## src/rtl/cafeteira_pkg.sv

```systemverilog
// Shared types for the coffee-maker control unit: FSM state codes and error causes.
package cafeteira_pkg;

  typedef enum logic [3:0] {
    INICIAL       = 4'h0,
    ESPERA_PEDIDO = 4'h1,
    MEDE_AGUA     = 4'h2,
    ESPERA_AGUA   = 4'h3,
    ZERA_AGUA     = 4'h4,
    CHECA_AGUA    = 4'h5,
    MEDE_XICARA   = 4'h6,
    ESPERA_XICARA = 4'h7,
    ZERA_XICARA   = 4'h8,
    CHECA_XICARA  = 4'h9,
    ESPERA_GAP    = 4'hA,
    BOMBA         = 4'hB,
    EBULIDOR      = 4'hC,
    VALVULA       = 4'hD,
    FIM           = 4'hE,
    ERRO          = 4'hF
  } estado_t;

  localparam logic [2:0] ERR_NENHUM           = 3'd0;
  localparam logic [2:0] ERR_TIMEOUT_AGUA     = 3'd1;
  localparam logic [2:0] ERR_SEM_AGUA         = 3'd2;
  localparam logic [2:0] ERR_TIMEOUT_XICARA   = 3'd3;
  localparam logic [2:0] ERR_SEM_XICARA       = 3'd4;
  localparam logic [2:0] ERR_TIMEOUT_EBULIDOR = 3'd5;
  localparam logic [2:0] ERR_XICARA_REMOVIDA  = 3'd6;

endpackage

```

## src/rtl/cafeteira_uc_if.sv

```systemverilog
// Control/status bundle between the coffee-maker control unit (master) and its datapath (slave).
interface cafeteira_uc_if;
  logic pronto_serial, pronto_sensor_agua, timeout_agua, suficiente;
  logic pronto_sensor_xicara, timeout_xicara, tem_xicara;
  logic fim_bomba, fim_ebulidor, timeout_ebulidor, fim_valvula;
  logic reconhece;
  logic zera_sensor_agua, zera_sensor_xicara, zera_bomba, zera_valvula, zera_ebulidor, zera_serial;
  logic medir_agua, verifica_xicara;
  logic liga_bomba, liga_ebulidor, liga_valvula;
  logic pronto, erro;
  logic [2:0] codigo_erro;
  logic [3:0] db_estado;

  modport master (
    input  pronto_serial, pronto_sensor_agua, timeout_agua, suficiente,
           pronto_sensor_xicara, timeout_xicara, tem_xicara,
           fim_bomba, fim_ebulidor, timeout_ebulidor, fim_valvula, reconhece,
    output zera_sensor_agua, zera_sensor_xicara, zera_bomba, zera_valvula, zera_ebulidor,
           zera_serial, medir_agua, verifica_xicara, liga_bomba, liga_ebulidor, liga_valvula,
           pronto, erro, codigo_erro, db_estado
  );

  modport slave (
    output pronto_serial, pronto_sensor_agua, timeout_agua, suficiente,
           pronto_sensor_xicara, timeout_xicara, tem_xicara,
           fim_bomba, fim_ebulidor, timeout_ebulidor, fim_valvula, reconhece,
    input  zera_sensor_agua, zera_sensor_xicara, zera_bomba, zera_valvula, zera_ebulidor,
           zera_serial, medir_agua, verifica_xicara, liga_bomba, liga_ebulidor, liga_valvula,
           pronto, erro, codigo_erro, db_estado
  );
endinterface

```

## src/rtl/cafeteira_uc_contador_gap.sv

```systemverilog
// Clear/enable counter running 0..MODULO-1; fim flags the last count and the counter wraps to 0.
module contador_gap #(
  parameter int unsigned MODULO = 4
) (
  input  logic clock,
  input  logic reset,
  input  logic zera,
  input  logic conta,
  output logic fim
);
  localparam int unsigned W = $clog2(MODULO + 1);
  localparam logic [W-1:0] ULTIMO = W'(MODULO - 1);

  logic [W-1:0] cnt;

  always_ff @(posedge clock or negedge reset) begin
    if (!reset)      cnt <= '0;
    else if (zera)   cnt <= '0;
    else if (conta)  cnt <= fim ? '0 : cnt + 1'b1;
  end

  assign fim = (cnt == ULTIMO);
endmodule

```

## src/rtl/cafeteira_uc.sv

```systemverilog
// Moore control unit sequencing one coffee brew order.
// Optional cup re-check after heating: define CAFETEIRA_RECHECA_XICARA_EN.
module cafeteira_uc
  import cafeteira_pkg::*;
#(
  parameter int unsigned MAX_TENTATIVAS    = 3,
  parameter int unsigned MAX_ESPERA_XICARA = 10,
  parameter int unsigned GAP_CICLOS        = 50000000
) (
  input  logic           clock,
  input  logic           reset,
  cafeteira_uc_if.master bus
);
  localparam int unsigned TW = $clog2(MAX_TENTATIVAS + 1);
  localparam int unsigned EW = $clog2(MAX_ESPERA_XICARA + 1);
  localparam logic [TW-1:0] TENT_LIM = TW'(MAX_TENTATIVAS - 1);
  localparam logic [EW-1:0] ESP_LIM  = EW'(MAX_ESPERA_XICARA - 1);

  estado_t       estado, estado_nxt;
  logic [TW-1:0] tentativas, tentativas_nxt;
  logic [EW-1:0] esperas, esperas_nxt;
  logic [2:0]    codigo, codigo_nxt;
  logic          gap_zera, gap_conta, gap_fim;
`ifdef CAFETEIRA_RECHECA_XICARA_EN
  logic          recheca, recheca_nxt;
`endif

  logic zera_sensor_agua, zera_sensor_xicara, zera_bomba, zera_valvula, zera_ebulidor, zera_serial;
  logic medir_agua, verifica_xicara, liga_bomba, liga_ebulidor, liga_valvula, pronto, erro;

  contador_gap #(.MODULO(GAP_CICLOS)) u_gap (
    .clock (clock),
    .reset (reset),
    .zera  (gap_zera),
    .conta (gap_conta),
    .fim   (gap_fim)
  );

  always_ff @(posedge clock or negedge reset) begin
    if (!reset) begin
      estado     <= INICIAL;
      tentativas <= '0;
      esperas    <= '0;
      codigo     <= ERR_NENHUM;
`ifdef CAFETEIRA_RECHECA_XICARA_EN
      recheca    <= 1'b0;
`endif
    end else begin
      estado     <= estado_nxt;
      tentativas <= tentativas_nxt;
      esperas    <= esperas_nxt;
      codigo     <= codigo_nxt;
`ifdef CAFETEIRA_RECHECA_XICARA_EN
      recheca    <= recheca_nxt;
`endif
    end
  end

  always_comb begin
    estado_nxt         = estado;
    tentativas_nxt     = tentativas;
    esperas_nxt        = esperas;
    codigo_nxt         = codigo;
`ifdef CAFETEIRA_RECHECA_XICARA_EN
    recheca_nxt        = recheca;
`endif
    gap_zera           = 1'b0;
    gap_conta          = 1'b0;
    zera_sensor_agua   = 1'b0;
    zera_sensor_xicara = 1'b0;
    zera_bomba         = 1'b0;
    zera_valvula       = 1'b0;
    zera_ebulidor      = 1'b0;
    zera_serial        = 1'b0;
    medir_agua         = 1'b0;
    verifica_xicara    = 1'b0;
    liga_bomba         = 1'b0;
    liga_ebulidor      = 1'b0;
    liga_valvula       = 1'b0;
    pronto             = 1'b0;
    erro               = 1'b0;

    unique case (estado)
      INICIAL: begin
        {zera_sensor_agua, zera_sensor_xicara, zera_bomba, zera_valvula, zera_ebulidor, zera_serial} = '1;
        tentativas_nxt = '0;
        esperas_nxt    = '0;
        gap_zera       = 1'b1;
`ifdef CAFETEIRA_RECHECA_XICARA_EN
        recheca_nxt    = 1'b0;
`endif
        estado_nxt     = ESPERA_PEDIDO;
      end
      ESPERA_PEDIDO: if (bus.pronto_serial) estado_nxt = MEDE_AGUA;
      MEDE_AGUA: begin
        medir_agua = 1'b1;
        estado_nxt = ESPERA_AGUA;
      end
      ESPERA_AGUA: begin
        if (bus.pronto_sensor_agua) estado_nxt = CHECA_AGUA;
        else if (bus.timeout_agua) begin
          if (tentativas < TENT_LIM) begin
            tentativas_nxt = tentativas + 1'b1;
            estado_nxt     = ZERA_AGUA;
          end else begin
            codigo_nxt = ERR_TIMEOUT_AGUA;
            estado_nxt = ERRO;
          end
        end
      end
      ZERA_AGUA: begin
        zera_sensor_agua = 1'b1;
        estado_nxt       = MEDE_AGUA;
      end
      CHECA_AGUA: begin
        if (bus.suficiente) begin
          tentativas_nxt = '0;
          estado_nxt     = MEDE_XICARA;
        end else begin
          codigo_nxt = ERR_SEM_AGUA;
          estado_nxt = ERRO;
        end
      end
      MEDE_XICARA: begin
        verifica_xicara = 1'b1;
        estado_nxt      = ESPERA_XICARA;
      end
      ESPERA_XICARA: begin
        if (bus.pronto_sensor_xicara) estado_nxt = CHECA_XICARA;
        else if (bus.timeout_xicara) begin
          if (tentativas < TENT_LIM) begin
            tentativas_nxt = tentativas + 1'b1;
            estado_nxt     = ZERA_XICARA;
          end else begin
            codigo_nxt = ERR_TIMEOUT_XICARA;
            estado_nxt = ERRO;
          end
        end
      end
      ZERA_XICARA: begin
        zera_sensor_xicara = 1'b1;
        estado_nxt         = MEDE_XICARA;
      end
      CHECA_XICARA: begin
`ifdef CAFETEIRA_RECHECA_XICARA_EN
        // A missing cup after heating means it was removed: no gap retries then.
        if (bus.tem_xicara) estado_nxt = recheca ? VALVULA : BOMBA;
        else if (recheca) begin
          codigo_nxt = ERR_XICARA_REMOVIDA;
          estado_nxt = ERRO;
        end
`else
        if (bus.tem_xicara) estado_nxt = BOMBA;
`endif
        else if (esperas < ESP_LIM) begin
          esperas_nxt = esperas + 1'b1;
          estado_nxt  = ESPERA_GAP;
        end else begin
          codigo_nxt = ERR_SEM_XICARA;
          estado_nxt = ERRO;
        end
      end
      ESPERA_GAP: begin
        gap_conta = 1'b1;
        if (gap_fim) estado_nxt = ZERA_XICARA;
      end
      BOMBA: begin
        liga_bomba = 1'b1;
        if (bus.fim_bomba) estado_nxt = EBULIDOR;
      end
      EBULIDOR: begin
        liga_ebulidor = 1'b1;
        if (bus.fim_ebulidor) begin
`ifdef CAFETEIRA_RECHECA_XICARA_EN
          recheca_nxt    = 1'b1;
          tentativas_nxt = '0;
          estado_nxt     = MEDE_XICARA;
`else
          estado_nxt     = VALVULA;
`endif
        end else if (bus.timeout_ebulidor) begin
          codigo_nxt = ERR_TIMEOUT_EBULIDOR;
          estado_nxt = ERRO;
        end
      end
      VALVULA: begin
        liga_valvula = 1'b1;
        if (bus.fim_valvula) estado_nxt = FIM;
      end
      FIM: begin
        pronto     = 1'b1;
        estado_nxt = INICIAL;
      end
      ERRO: begin
        erro = 1'b1;
        if (bus.reconhece) begin
          codigo_nxt = ERR_NENHUM;
          estado_nxt = INICIAL;
        end
      end
      default: estado_nxt = INICIAL;
    endcase
  end

  assign bus.zera_sensor_agua   = zera_sensor_agua;
  assign bus.zera_sensor_xicara = zera_sensor_xicara;
  assign bus.zera_bomba         = zera_bomba;
  assign bus.zera_valvula       = zera_valvula;
  assign bus.zera_ebulidor      = zera_ebulidor;
  assign bus.zera_serial        = zera_serial;
  assign bus.medir_agua         = medir_agua;
  assign bus.verifica_xicara    = verifica_xicara;
  assign bus.liga_bomba         = liga_bomba;
  assign bus.liga_ebulidor      = liga_ebulidor;
  assign bus.liga_valvula       = liga_valvula;
  assign bus.pronto             = pronto;
  assign bus.erro               = erro;
  assign bus.codigo_erro        = codigo;
  assign bus.db_estado          = estado;
endmodule

```

## src/flat_wrapper.sv

```systemverilog
// flat-port wrapper written by rule: the top's interface ports become plain ports
module cafeteira_uc_flat import cafeteira_pkg::*;
#(
  parameter int unsigned MAX_TENTATIVAS    = 3,
  parameter int unsigned MAX_ESPERA_XICARA = 10,
  parameter int unsigned GAP_CICLOS        = 50000000
)
  (clock, reset, bus_pronto_serial, bus_pronto_sensor_agua, bus_timeout_agua, bus_suficiente, bus_pronto_sensor_xicara, bus_timeout_xicara, bus_tem_xicara, bus_fim_bomba, bus_fim_ebulidor, bus_timeout_ebulidor, bus_fim_valvula, bus_reconhece, bus_zera_sensor_agua, bus_zera_sensor_xicara, bus_zera_bomba, bus_zera_valvula, bus_zera_ebulidor, bus_zera_serial, bus_medir_agua, bus_verifica_xicara, bus_liga_bomba, bus_liga_ebulidor, bus_liga_valvula, bus_pronto, bus_erro, bus_codigo_erro, bus_db_estado);
  cafeteira_uc_if bus_i ();
  input  logic clock;
  input  logic reset;
  input wire logic [$bits(bus_i.pronto_serial)-1:0] bus_pronto_serial;
  input wire logic [$bits(bus_i.pronto_sensor_agua)-1:0] bus_pronto_sensor_agua;
  input wire logic [$bits(bus_i.timeout_agua)-1:0] bus_timeout_agua;
  input wire logic [$bits(bus_i.suficiente)-1:0] bus_suficiente;
  input wire logic [$bits(bus_i.pronto_sensor_xicara)-1:0] bus_pronto_sensor_xicara;
  input wire logic [$bits(bus_i.timeout_xicara)-1:0] bus_timeout_xicara;
  input wire logic [$bits(bus_i.tem_xicara)-1:0] bus_tem_xicara;
  input wire logic [$bits(bus_i.fim_bomba)-1:0] bus_fim_bomba;
  input wire logic [$bits(bus_i.fim_ebulidor)-1:0] bus_fim_ebulidor;
  input wire logic [$bits(bus_i.timeout_ebulidor)-1:0] bus_timeout_ebulidor;
  input wire logic [$bits(bus_i.fim_valvula)-1:0] bus_fim_valvula;
  input wire logic [$bits(bus_i.reconhece)-1:0] bus_reconhece;
  output wire logic [$bits(bus_i.zera_sensor_agua)-1:0] bus_zera_sensor_agua;
  output wire logic [$bits(bus_i.zera_sensor_xicara)-1:0] bus_zera_sensor_xicara;
  output wire logic [$bits(bus_i.zera_bomba)-1:0] bus_zera_bomba;
  output wire logic [$bits(bus_i.zera_valvula)-1:0] bus_zera_valvula;
  output wire logic [$bits(bus_i.zera_ebulidor)-1:0] bus_zera_ebulidor;
  output wire logic [$bits(bus_i.zera_serial)-1:0] bus_zera_serial;
  output wire logic [$bits(bus_i.medir_agua)-1:0] bus_medir_agua;
  output wire logic [$bits(bus_i.verifica_xicara)-1:0] bus_verifica_xicara;
  output wire logic [$bits(bus_i.liga_bomba)-1:0] bus_liga_bomba;
  output wire logic [$bits(bus_i.liga_ebulidor)-1:0] bus_liga_ebulidor;
  output wire logic [$bits(bus_i.liga_valvula)-1:0] bus_liga_valvula;
  output wire logic [$bits(bus_i.pronto)-1:0] bus_pronto;
  output wire logic [$bits(bus_i.erro)-1:0] bus_erro;
  output wire logic [$bits(bus_i.codigo_erro)-1:0] bus_codigo_erro;
  output wire logic [$bits(bus_i.db_estado)-1:0] bus_db_estado;
  assign bus_i.pronto_serial = bus_pronto_serial;
  assign bus_i.pronto_sensor_agua = bus_pronto_sensor_agua;
  assign bus_i.timeout_agua = bus_timeout_agua;
  assign bus_i.suficiente = bus_suficiente;
  assign bus_i.pronto_sensor_xicara = bus_pronto_sensor_xicara;
  assign bus_i.timeout_xicara = bus_timeout_xicara;
  assign bus_i.tem_xicara = bus_tem_xicara;
  assign bus_i.fim_bomba = bus_fim_bomba;
  assign bus_i.fim_ebulidor = bus_fim_ebulidor;
  assign bus_i.timeout_ebulidor = bus_timeout_ebulidor;
  assign bus_i.fim_valvula = bus_fim_valvula;
  assign bus_i.reconhece = bus_reconhece;
  assign bus_zera_sensor_agua = bus_i.zera_sensor_agua;
  assign bus_zera_sensor_xicara = bus_i.zera_sensor_xicara;
  assign bus_zera_bomba = bus_i.zera_bomba;
  assign bus_zera_valvula = bus_i.zera_valvula;
  assign bus_zera_ebulidor = bus_i.zera_ebulidor;
  assign bus_zera_serial = bus_i.zera_serial;
  assign bus_medir_agua = bus_i.medir_agua;
  assign bus_verifica_xicara = bus_i.verifica_xicara;
  assign bus_liga_bomba = bus_i.liga_bomba;
  assign bus_liga_ebulidor = bus_i.liga_ebulidor;
  assign bus_liga_valvula = bus_i.liga_valvula;
  assign bus_pronto = bus_i.pronto;
  assign bus_erro = bus_i.erro;
  assign bus_codigo_erro = bus_i.codigo_erro;
  assign bus_db_estado = bus_i.db_estado;
  cafeteira_uc #(.MAX_TENTATIVAS(MAX_TENTATIVAS), .MAX_ESPERA_XICARA(MAX_ESPERA_XICARA), .GAP_CICLOS(GAP_CICLOS)) u_core (.clock(clock), .reset(reset), .bus(bus_i));
endmodule
```

## config.mk

```make
export PLATFORM = sky130hd
export DESIGN_NAME = cafeteira_uc_flat
export DESIGN_NICKNAME = d
export VERILOG_FILES = /design/src/rtl/cafeteira_pkg.sv /design/src/rtl/cafeteira_uc_if.sv /design/src/rtl/cafeteira_uc_contador_gap.sv /design/src/rtl/cafeteira_uc.sv /design/src/flat_wrapper.sv
export SDC_FILE = /design/constraint.sdc
export NUM_CORES = 1
export LEC_CHECK = 0
export CORE_MARGIN = 2
export CORE_UTILIZATION = 45
export DETAILED_ROUTE_END_ITERATION = 8
export PLACE_DENSITY = 0.8
export REMOVE_ABC_BUFFERS = 1
export SLEW_MARGIN = 25
export SYNTH_ARGS = -nofsm -noshare
export SYNTH_HDL_FRONTEND = slang
export SYNTH_HIERARCHICAL = 1
export SYNTH_SLANG_ARGS = --single-unit
```

## constraint.sdc

```tcl
create_clock -name clock -period 3.4 [get_ports clock]
set_clock_uncertainty 0.1 [all_clocks]
set_input_delay 0.68 -clock clock [delete_from_list [all_inputs] [get_ports clock]]
set_output_delay 0.68 -clock clock [all_outputs]
set_load 0.02 [all_outputs]
```

Word-level counts from Yosys, hierarchy flattened
Index checks and enable logic that the tools add are counted.

operators by class
  add/subtract/negate cells = 3
  multiply operators = 0
  div/mod/pow operators = 0
  order comparisons = 2
  equality and inequality tests = 37
  shifts and indexed selects = 0
  muxes and demuxes = 54
  bitwise operators = 0
  reduce and logical (&&, ||, !) cells = 11

operators with widths
  kind                                                                   number
  26-bit 2-to-1 mux                                                      3
  4-bit 2-to-1 mux                                                       16
  4-bit one-hot mux with 16 select lines                                 1
  3-bit 2-to-1 mux                                                       14
  2-bit != test, second input constant                                   17
  4-bit equality test, second input constant                             8
  26-bit by 1-bit adder with 26-bit output, second input constant        1
  26-bit equality test, second input constant                            1
  3-bit one-hot mux with 6 select lines                                  1
  4-bit by 3-bit equality test with 1-bit output, second input constant  4
  13-bit AND reduction                                                   1
  2-bit 2-to-1 mux                                                       6
  1-bit 2-to-1 mux                                                       11
  3-bit != test, second input constant                                   3
  4-bit by 2-bit equality test with 1-bit output, second input constant  2
  2-bit one-hot mux with 4 select lines                                  1
  4-bit one-hot mux with 2 select lines                                  1
  8-bit AND reduction                                                    1
  6-bit AND reduction                                                    1
  6-bit nonzero test                                                     1
  4-bit by 1-bit adder with 4-bit output, second input constant          1
  4-bit by 1-bit equality test with 1-bit output, second input constant  1
  4-bit zero test                                                        1
  4-bit < comparator, second input constant                              1
  other kinds (7)                                                        9

storage, ports and cells
  flip-flop bits (word level) = 39
  bits in latches = 0
  RAM bits = 0
  bits in read-only memories = 0
  input bits = 14
  memories = 0

Logic depth before layout (Yosys ltp)
  depth after elaboration = 5
  depth in mapped cells = 10
  gate-level depth less buffers = 9

Cells and area by module
Netlist, hierarchy kept.

by module, submodules not included
  module        times used  cells each  area an instance (um2)  sequential area each (um2)
  contador_gap  1           166         1497.7                  650.6
  cafeteira_uc  1           143         1164.9                  325.3

Worst setup path after synthesis
Ideal clock, no wire load.

  path kind = register to register
  start = register u_core.estado[1], in the netlist u_core/bus.db_estado[1]
  end = register u_core.u_gap.cnt[23]
  setup time = 0.078 ns
  data arrival time = 3.652 ns
  required time = 3.222 ns
  path slack = -0.431 ns
  cell stages (with the launch flop) = 9
  clock period less this slack = 3.831 ns
  cells stage by stage = dfrtp_1 -> buf_4 -> or2_2 -> nor3_1 -> o21ai_1 -> or4_4 -> buf_6 -> or4_1 -> a21oi_1

between the ends
  longest elaborated chain between the ends = 3
  elaborated cells between the ends (all ways) = 6

ends and longest elaborated chain
  item                                                            line                             text
  start, declared                                                 cafeteira_uc.sv:19               estado_t estado, estado_nxt;
  start signal, assigned                                          cafeteira_uc.sv:49               estado <= estado_nxt;
  4-bit zero test (*)                                             -
  1-bit 2-to-1 mux (*)                                            -
  net bus_zera_bomba                                              flat_wrapper.sv:26               output wire logic [$bits(bus_i.zera_bomba)-1:0] bus_zera_bomba;
  26-bit 2-to-1 mux / 2-bit nonzero test (equally long branches)  -
  end signal, assigned                                            cafeteira_uc_contador_gap.sv:19  else if (conta) cnt <= fim ? '0 : cnt + 1'b1;
  end, declared                                                   cafeteira_uc_contador_gap.sv:14  logic [W-1:0] cnt;

The timed path passes the listed nets; every way through them passes the cells marked *.
A chain may end at the register's enable or synchronous reset.

Worst setup path in the final report
  start = register u_core.estado[3], in the netlist u_core/bus.db_estado[3]
  end = output port bus_erro

between the ends
  longest elaborated chain between the ends = 2

ends and longest elaborated chain
  item                 line                text
  4-bit equality test  cafeteira_uc.sv:83  unique case (estado)
  1-bit 2-to-1 mux     cafeteira_uc.sv:83
  end, declared        flat_wrapper.sv:36  output wire logic [$bits(bus_i.erro)-1:0] bus_erro;

Every way passes these cells.

==> out/summary.md <==
### Clock tree
- 0.29 ns — Skew-Pair Late Insertion Delay
- 5 — TritonCTS buffer count
- 0 — setup bufs post-CTS
- 0 — number of gates resized after cts
- 0.08 ns — clock transition at the registers of the reported paths
- 2 — CTS HTree Levels
- 39 — sink count of the clock tree
- done — CTS tree
- 0 — number of buffers inserted by hold repair at cts
- clkbuf_8 — Root Buffer Master
- 2 — maximum root-to-sink buffer count

### Logic synthesis
- dfrtp_1 37%, nor2_1 5.1%, a21oi_1 4.7% — biggest area contributors in the synthesized netlist
- 39 x dfrtp_1, 36 x nor2_1, 25 x a21oi_1 — leading post-synthesis cells by instance count
- 39 — synthesis-stage register bit count
- 62 — count of different cell masters after synthesis
- dfrtp_1 — Primary FF master, synth
- dfrtp_1 — dominant cell type by area after synthesis
- 0 — Post-synth EDFFs
- 36.65% — share of synthesized area occupied by flip-flops and latches
- 8.617 um2 — synthesized area divided by synthesized cell count
- 36.65% — area fraction of the dominant cell type after synthesis
- dfrtp_1 — count leader, synth
- 6 — Synthesis Warnings
- 2663 um2 — post-synthesis instance area
- 309 — Post-Synthesis Cells
- 100.0% — ys async rst share

### Floorplan
- 5816 um2 — area of the core
- 45.78% — initial cell density of the core
- 80.92 um — overall die width
- 80.92 um — die height
- 28 — number of placement rows
- 34 — I/O pins
- 6548 um2 — area of the die

### Route
- 0 — post-route DRC violation count
- 0 — antenna viol nets, final
- 6.048 — via-per-instance ratio
- 4 — iteration count of the initial detailed-routing pass
- 2,510 — number of vias after detailed routing
- 165 — number of DRC markers after the initial detailed-route iteration
- 15.24 um — average detailed-routed wire length per instance
- 6326 um — final wirelength

### Critical path
- primary output — CP Capture Type
- 0.53 ns — setup slack of the worst register-to-register path
- 2.62 ns — required time at the worst-slack endpoint
- 2.17 ns — arrival time at the worst endpoint
- flop to primary output — critical path type
- flop — Worst setup SP type
- 16 — highest fanout seen on the critical path

### STA
- 0 — Final Hold Viols
- 0.9940 ns — worst-margin pin slew
- 86.80% — period utilisation layout
- 2.951 ns — shortest period the worst path allows
- 338.9 MHz — maximum frequency from static timing analysis
- 0.4011 ns — Worst Hold Margin
- 33.13% — Worst slew margin
- 0 — number of pins with negative max-slew slack in the final report
- 0 — final setup violation count
- false — RSZ-0062 raised after global routing

### Final layout
- 18.52% — Synth-to-Final Area Change
- 415 — final instance count without filler cells
- 0 — antenna cells
- 975.9 um2 — area taken by flip-flops and latches
- 356 — Final nets
- 10.29% — share of final-layout standard cells stronger than drive strength 1
- 548 — Fillers
- 1526 um2 — area of combinational cells with multiple inputs

### Run status
- completed — run status

### Global route
- 20.19% — GRT Resource Usage Total
- 0 — number of antenna violations at the first check in global routing
- 10,470 um — global-route wire length before repair
- 2,266 — vias in the first global route
- 40 — largest net degree at the start of global routing
- 0 — GR Overflow Total

### Placement
- 4467 um — half-perimeter wire length of the detailed placement result
- 0.9549 — weighted congestion reported at the end of routability-driven placement
- 407 — placed cell count
- 33 — number of port buffers

### Pwr
- 1.214 nW — Static Leak
- 0.002192 W — power after layout
- 0.0004022 V — IR Drop Worst-Case VDD
- 694.7 nW/um2 — pwr/cell area

### Worst hold path
- input pin to asynchronous set/reset pin — Tightest Hold Check Type

### Flow run
- 0 — total of max-cap violations

-- logic make-up (layout without fill, tap and decap cells) --
kind of cell	count (synthesis)	count (layout)	share of synthesized area (%)
muxes	8	8	3.383
and+or+nand+nor	142	142	29.42
adders and majority gates	3	3	1.410
DFF	39	39	36.65
buffers and inverters	32	63	6.203
xor gates and xnor gates	8	8	2.631
AOI/OAI and AO/OA	77	77	20.30
-- sequential cells by signal, summed over array words and instances (netlist names) --
| register | count |
|---|---|
| u_core/bus.codigo_erro | 3 |
| u_core/bus.db_estado | 4 |
| u_core/esperas | 4 |
| u_core/tentativas | 2 |
| u_core/u_gap/cnt | 26 |
-- final timing paths --
| kind | start | to | depth (start not counted) |
|---|---|---|---|
| worst max-delay path | u_core/bus.db_estado[3] | bus_erro | 4 |
| worst min-delay path | reset | u_core/u_gap/cnt[16] | 1 |
| worst max register to register | u_core/bus.db_estado[1] | u_core/u_gap/cnt[23] | 6 |
| worst min register to register | u_core/bus.codigo_erro[1] | u_core/bus.codigo_erro[1] | 1 |
| max in group asynchronous | reset | u_core/bus.codigo_erro[2] | 1 |
| min in group clock | u_core/bus.codigo_erro[1] | u_core/bus.codigo_erro[1] | 1 |
-- power breakdown --
group	leakage, nW	internal, W	switching (W)
clock	0.0612	0.000237	0.000162
sequential	0.525	0.000537	0.0000788
combinational	0.628	0.000510	0.000667
total	1.21	0.00128	0.000908
-- final cells by class --
cell class	count	area share, %
inverters	13	1.546
clock buffers	6	2.617
repair buffers	42	12.45
clock inverters	2	1.110
multi-input cells	238	48.37
flip-flops and latches	39	30.93
well taps	75	2.974
-- placed cells by master (no fill, tap or decap), drive strengths merged, types with 2 or more instances in the layout --
cell / synthesis / layout
nor2b: 7 / 7
a31oi: 3 / 3
nor3: 7 / 7
nand3: 9 / 9
or2: 2 / 2
a21oi: 25 / 25
mux2: 8 / 8
o32ai: 2 / 2
dfrtp: 39 / 39
clkdlybuf4s50: 0 / 32
a211oi: 5 / 5
o31ai: 10 / 10
ha: 3 / 3
o22ai: 4 / 4
nand4: 11 / 11
and2: 2 / 2
nand3b: 3 / 3
buf: 13 / 10
and4: 2 / 2
and3: 4 / 4
nor3b: 3 / 3
xor2: 4 / 4
nor2: 36 / 36
nor4: 8 / 8
nand2b: 6 / 6
or4: 11 / 11
nand2: 22 / 22
clkbuf: 6 / 6
xnor2: 4 / 4
o41ai: 2 / 2
o21ai: 12 / 12
or3: 4 / 4
clkinv: 1 / 2
inv: 12 / 12
-- through the flow --
step | setup TNS, ns | setup slack, ns | utilization, % | instance area [um2]
6_report | 0 | 0.4488 | 54.26 | 3156
5_1_grt | 0 | 0.3809 | 54.26 | 3156
4_1_cts | 0 | 0.4505 | 54.26 | 3156
3_5_place_dp | 0 | 0.5566 | 52.24 | 3038
3_3_place_gp | 0 | 0.6136 | 52.24 | 3038
2_1_floorplan | -47.53 | -2.236 | - | 2546
-- worst max-delay path: stages, from the launching register on --
cell and delay [ns]:
dfrtp_1 0.56, buf_4 0.28, nand2_1 0.23, nor2_1 0.17
clkdlybuf4s50_1 0.63
-- routing by layer --
metal / up-vias / track usage [%] / wire (um)
li1: 1205 / - / -
met1: 1205 / 28.13 / 2909
met2: 86 / 31.49 / 2936
met3: 14 / 3.444 / 359
met4: 0 / 7.627 / 121
met5: - / 0 / 0
Note: power is estimated with default switching activity, not from simulation.
